File: config.mk
export PLATFORM = sky130hd
export DESIGN_NAME = alu_sequencer
export DESIGN_NICKNAME = d
export VERILOG_FILES = /design/src/rtl/alu_sequencer.sv
export SDC_FILE = /design/constraint.sdc
export NUM_CORES = 1
export LEC_CHECK = 0
export CAP_MARGIN = 20
export CORE_ASPECT_RATIO = 1.4
export CORE_MARGIN = 3
export CORE_UTILIZATION = 38
export CTS_BUF_LIST = sky130_fd_sc_hd__clkbuf_16
export CTS_CLUSTER_DIAMETER = 150
export CTS_CLUSTER_SIZE = 14
export DETAILED_ROUTE_END_ITERATION = 12
export PLACE_DENSITY_LB_ADDON = 0.12
export SYNTH_ARGS = -nofsm -noshare
export SYNTH_HDL_FRONTEND = slang
export SYNTH_SLANG_ARGS = --single-unit
File: constraint.sdc
create_clock -name clk -period 4.4 [get_ports clk]
set_clock_uncertainty 0.05 [all_clocks]
set_input_delay 1.1 -clock clk [delete_from_list [all_inputs] [get_ports clk]]
set_output_delay 1.1 -clock clk [all_outputs]
set_load 0.1 [all_outputs]
File: src/rtl/alu_sequencer.sv
// Request/response wrapper around a combinational ALU. It registers operands onto the ALU,
// waits extra cycles for mul/div/rem, captures the result and holds the response until consumed.
module alu_sequencer #(
    parameter int unsigned MULDIV_WAIT = 3
) (
    input  logic        clk,
    input  logic        rst,
    input  logic        req_valid,
    output logic        req_ready,
    input  logic [3:0]  req_op,
    input  logic [31:0] req_a,
    input  logic [31:0] req_b,
    input  logic [4:0]  req_shamt,
    output logic [31:0] alu_data1,
    output logic [31:0] alu_data2,
    output logic [3:0]  alu_op,
    output logic [4:0]  alu_shamt,
    input  logic [31:0] alu_out,
    input  logic        alu_zero,
    input  logic        alu_negative,
    output logic        rsp_valid,
    input  logic        rsp_ready,
    output logic [31:0] rsp_data,
    output logic        rsp_zero,
    output logic        rsp_negative,
    output logic        rsp_err,
    output logic        busy
);
    localparam int unsigned CW = 4;
    localparam int unsigned DW = 32;

    localparam logic [3:0] OP_MUL = 4'b1100;
    localparam logic [3:0] OP_DIV = 4'b1101;
    localparam logic [3:0] OP_REM = 4'b1110;
    localparam logic [3:0] OP_ILL = 4'b1111;

    typedef enum logic [1:0] {S_IDLE, S_WAIT, S_CAPTURE, S_DONE} state_t;

    state_t        state_q, state_d;
    logic [CW-1:0] cnt_q, cnt_d;
    logic [DW-1:0] alu_data1_q, alu_data1_d;
    logic [DW-1:0] alu_data2_q, alu_data2_d;
    logic [3:0]    alu_op_q, alu_op_d;
    logic [4:0]    alu_shamt_q, alu_shamt_d;
    logic [DW-1:0] rsp_data_q, rsp_data_d;
    logic          rsp_zero_q, rsp_zero_d;
    logic          rsp_negative_q, rsp_negative_d;
    logic          rsp_err_q, rsp_err_d;
    logic          rsp_valid_q, rsp_valid_d;
    logic          req_ready_q, req_ready_d;
    logic          busy_q, busy_d;

    logic is_divrem_c;
    logic is_muldiv_c;
    logic is_err_c;

    always_comb begin
        is_divrem_c = (req_op == OP_DIV) || (req_op == OP_REM);
        is_muldiv_c = is_divrem_c || (req_op == OP_MUL);
        is_err_c    = (req_op == OP_ILL) || (is_divrem_c && (req_b == '0));
    end

    // Next-state and registered-output computation
    always_comb begin
        state_d        = state_q;
        cnt_d          = cnt_q;
        alu_data1_d    = alu_data1_q;
        alu_data2_d    = alu_data2_q;
        alu_op_d       = alu_op_q;
        alu_shamt_d    = alu_shamt_q;
        rsp_data_d     = rsp_data_q;
        rsp_zero_d     = rsp_zero_q;
        rsp_negative_d = rsp_negative_q;
        rsp_err_d      = rsp_err_q;

        case (state_q)
            S_IDLE: begin
                if (req_valid && req_ready_q) begin
                    alu_data1_d = req_a;
                    alu_data2_d = req_b;
                    alu_op_d    = req_op;
                    alu_shamt_d = req_shamt;
                    if (is_err_c) begin
                        state_d        = S_DONE;
                        rsp_data_d     = '0;
                        rsp_zero_d     = 1'b0;
                        rsp_negative_d = 1'b0;
                        rsp_err_d      = 1'b1;
                    end else if (is_muldiv_c && (MULDIV_WAIT != 0)) begin
                        state_d = S_WAIT;
                        cnt_d   = CW'(MULDIV_WAIT);
                    end else begin
                        state_d = S_CAPTURE;
                    end
                end
            end
            S_WAIT: begin
                cnt_d = cnt_q - CW'(1);
                if (cnt_q == CW'(1)) begin
                    state_d = S_CAPTURE;
                end
            end
            S_CAPTURE: begin
                rsp_data_d     = alu_out;
                rsp_zero_d     = alu_zero;
                rsp_negative_d = alu_negative;
                rsp_err_d      = 1'b0;
                state_d        = S_DONE;
            end
            S_DONE: begin
                if (rsp_ready) begin
                    state_d = S_IDLE;
                end
            end
            default: state_d = S_IDLE;
        endcase

        req_ready_d = (state_d == S_IDLE);
        busy_d      = (state_d != S_IDLE);
        rsp_valid_d = (state_d == S_DONE);
    end

    always_ff @(posedge clk or posedge rst) begin
        if (rst) begin
            state_q        <= S_IDLE;
            cnt_q          <= '0;
            alu_data1_q    <= '0;
            alu_data2_q    <= '0;
            alu_op_q       <= 4'b0000;
            alu_shamt_q    <= '0;
            rsp_data_q     <= '0;
            rsp_zero_q     <= 1'b0;
            rsp_negative_q <= 1'b0;
            rsp_err_q      <= 1'b0;
            rsp_valid_q    <= 1'b0;
            req_ready_q    <= 1'b1;
            busy_q         <= 1'b0;
        end else begin
            state_q        <= state_d;
            cnt_q          <= cnt_d;
            alu_data1_q    <= alu_data1_d;
            alu_data2_q    <= alu_data2_d;
            alu_op_q       <= alu_op_d;
            alu_shamt_q    <= alu_shamt_d;
            rsp_data_q     <= rsp_data_d;
            rsp_zero_q     <= rsp_zero_d;
            rsp_negative_q <= rsp_negative_d;
            rsp_err_q      <= rsp_err_d;
            rsp_valid_q    <= rsp_valid_d;
            req_ready_q    <= req_ready_d;
            busy_q         <= busy_d;
        end
    end

    assign req_ready    = req_ready_q;
    assign alu_data1    = alu_data1_q;
    assign alu_data2    = alu_data2_q;
    assign alu_op       = alu_op_q;
    assign alu_shamt    = alu_shamt_q;
    assign rsp_valid    = rsp_valid_q;
    assign rsp_data     = rsp_data_q;
    assign rsp_zero     = rsp_zero_q;
    assign rsp_negative = rsp_negative_q;
    assign rsp_err      = rsp_err_q;
    assign busy         = busy_q;

endmodule

==> results.py <==
metrics = {
    "flow_run": {
        "drv_cap": 0,
    },
    "placement": {
        "gp_congestion": 0.819,
        "dp_hpwl_um": 10000,
        "portBuffers": 221,
        "place_area_sq_um": 7440,
    },
    "synthesis": {
        "ys.flop_type": "dfrtp_1",
        "synth_cells": 420,
        "synth_nets": 533,
        "synth_common_cells": "dfrtp_1, mux2_2, nand2_1, inv_1, nand3_1",
        "postSynth.asyncResetShare": 1.00,
        "postSynthAreaPerCell_sq_um": 12.0,
        "synth_area_leaders": "dfrtp_1, mux2_2, o211ai_1",
        "ys_ff_latch": 117,
        "netlist.area_leader.share": 0.575,
        "seq_area_frac_synth": 0.580,
        "synth_area_leader_cell": "dfrtp_1",
        "synth.distinct_cells": 37,
        "synth_area_sq_um": 5050,
        "synth.most_common_cell": "dfrtp_1",
        "yosys_warnings": 0,
        "synth_edf_count": 0,
    },
    "global_routing": {
        "grt_pass1_wl_um": 22200,
        "antenna_found_initial": 0,
        "grt_max_degree": 77,
        "grt_pass1_vias": 4396,
        "grtUsageTotal": 0.194,
        "overflow": 0,
    },
    "routing": {
        "drtPass1Iterations": 5,
        "routed_wl_um": 14100,
        "ant_nets": 0,
        "num_vias": 4123,
        "routedWlPerCell_um": 16.9,
        "drt_iter0_markers": 187,
        "drt-vias-per-instance": 4.94,
        "drc_errors": 0,
    },
    "setup_path": {
        "cp_max_fo": 3,
        "crit_chain": "clkdlybuf4s50_1",
        "cp-end-kind": "output port",
        "critical_path.max_stage_delay_ns": 1.15,
        "start_kind": "flip-flop",
        "cp_num_buf_inv": 1,
        "worst_ep_arrival_time_ns": 2.12,
        "slowest_stage": "clkdlybuf4s50_1",
        "cp_data_required_time_ns": 3.25,
        "critPathKind": "flip-flop to output port",
        "critPathTopFamily": "buffers and inverters",
    },
    "cts": {
        "postCtsSetupBuffers": 0,
        "cts_tree": "built",
        "cts.sinks": 117,
        "htreeDepth": 4,
        "cts_buffers": 17,
        "root_buffer": "clkbuf_16",
        "cts_hold_buf": 0,
        "clk_latency_ns": 0.40,
        "ctsResizeCount": 0,
        "clkTransAtPathRegs_ns": 0.06,
        "cts_max_path_buffers": 2,
    },
    "final_layout": {
        "diodes": 0,
        "n_fill_cell": 1034,
        "fin_area_sq_um": 8030,
        "syn2layout_area_growth_pct": 58.9,
        "fin_nets": 756,
        "fin_util": 0.621,
        "drive_above_1_share": 0.183,
    },
    "floorplanning": {
        "core_area_sq_um": 12900,
        "start_util": 0.391,
        "die_area_sq_um": 14700,
        "row_count": 49,
        "fp.dieH_um": 142,
        "io_pins": 222,
        "die_w_um": 103,
    },
    "sta": {
        "setup_tns_ns": 0,
        "finalHoldViolations": 0,
        "maxSlewHeadroom": 0.314,
        "max_freq_ghz": 0.306,
        "rsz0062_at_grt": "false",
        "min_period_ns": 3.27,
        "drv_slew": 0,
        "worst_slew_pin_slew_ns": 1.03,
        "setup_viol": 0,
        "fin_crit_sh": 0.743,
    },
    "worst_hold_path": {
        "hp-class": "flip-flop to flip-flop",
    },
    "run_status": {
        "status": "finished, final reports clean",
    },
}
==> final cells by class <==
class | instances | area, sq um | share of cell area
flip-flops and latches | 117 | 2930 | 0.365
repair buffers | 226 | 2270 | 0.283
multi-input cells | 243 | 1870 | 0.232
clock buffers | 17 | 425 | 0.0530
well taps | 178 | 223 | 0.0277
clock inverters | 15 | 165 | 0.0206
inverters | 38 | 145 | 0.0181
==> worst reg2reg max path: cells and delay by family, from the launching register on <==
kind | cells | cell delay, ns
flip-flops | 1 | 0.57
buffers and inverters | 1 | 0.35
AND/OR/NAND/NOR | 4 | 1.11
==> final timing paths <==
path,from,slack [ns],to,depth (start not counted)
max,req_ready$_DFF_PP1_,1.13,req_ready,1
min,alu_data1[4]$_DFFE_PP0P_,0.46,alu_data1[4]$_DFFE_PP0P_,1
max reg2reg,req_ready$_DFF_PP1_,2.25,req_ready$_DFF_PP1_,5
min reg2reg,alu_data1[4]$_DFFE_PP0P_,0.46,alu_data1[4]$_DFFE_PP0P_,1
max in group asynchronous,rst,2.30,req_ready$_DFF_PP1_,3
min in group asynchronous,rst,1.17,alu_data1[6]$_DFFE_PP0P_,2
==> kinds of logic (layout without fill, tap and decap cells) <==
group / count (synthesis) / in the layout / synth area share
and+or+nand+nor: 122 / 122 / 0.124
DFF: 117 / 117 / 0.580
muxes: 73 / 73 / 0.163
buffers and inverters: 60 / 296 / 0.0525
AOI/OAI and AO/OA: 45 / 45 / 0.0748
adders and majority gates: 2 / 2 / 0.00495
xor gates and xnor gates: 1 / 1 / 0.00173
==> metal layers <==
| metal | GRT usage | part of all wire | wire length, um |
|---|---|---|---|
| met5 | 0 | 0 | 0 |
| met4 | 0.0580 | 0.0099 | 140 |
| met3 | 0.0814 | 0.092 | 1290 |
| met2 | 0.322 | 0.52 | 7280 |
| met1 | 0.227 | 0.38 | 5410 |
==> cells in the final DEF, fill, tap and decap left out, types with 6 or more instances in the layout <==
master / n
nand2_1: 43
inv_1: 38
clkdlybuf4s50_1: 221
o211ai_1: 31
mux2_2: 73
nor4_1: 13
clkbuf_16: 17
dfrtp_1: 116
nor2_1: 6
nand3_1: 38
==> sequential cells by signal (all words and copies together), names as in the netlist, 2 cells and up <==
| register | flops |
|---|---|
| alu_data1 | 32 |
| alu_data2 | 32 |
| alu_op | 4 |
| alu_shamt | 5 |
| cnt_q | 4 |
| rsp_data | 32 |
| state_q | 2 |
==> per-stage QoR <==
| step | cells | hold WS [ns] | setup WS, ns |
|---|---|---|---|
| global placement | 802 | 0.440 | 1.13 |
| detailed placement | 802 | 0.445 | 1.09 |
| finish | 834 | 0.455 | 1.13 |
| CTS | 834 | 0.457 | 1.11 |
| floorplan | 420 | 0.433 | 0.151 |
| global route | 834 | 0.467 | 1.07 |
Power is not shown: default switching activity piles up to over one toggle a cycle in this logic, so the estimate is an artifact.
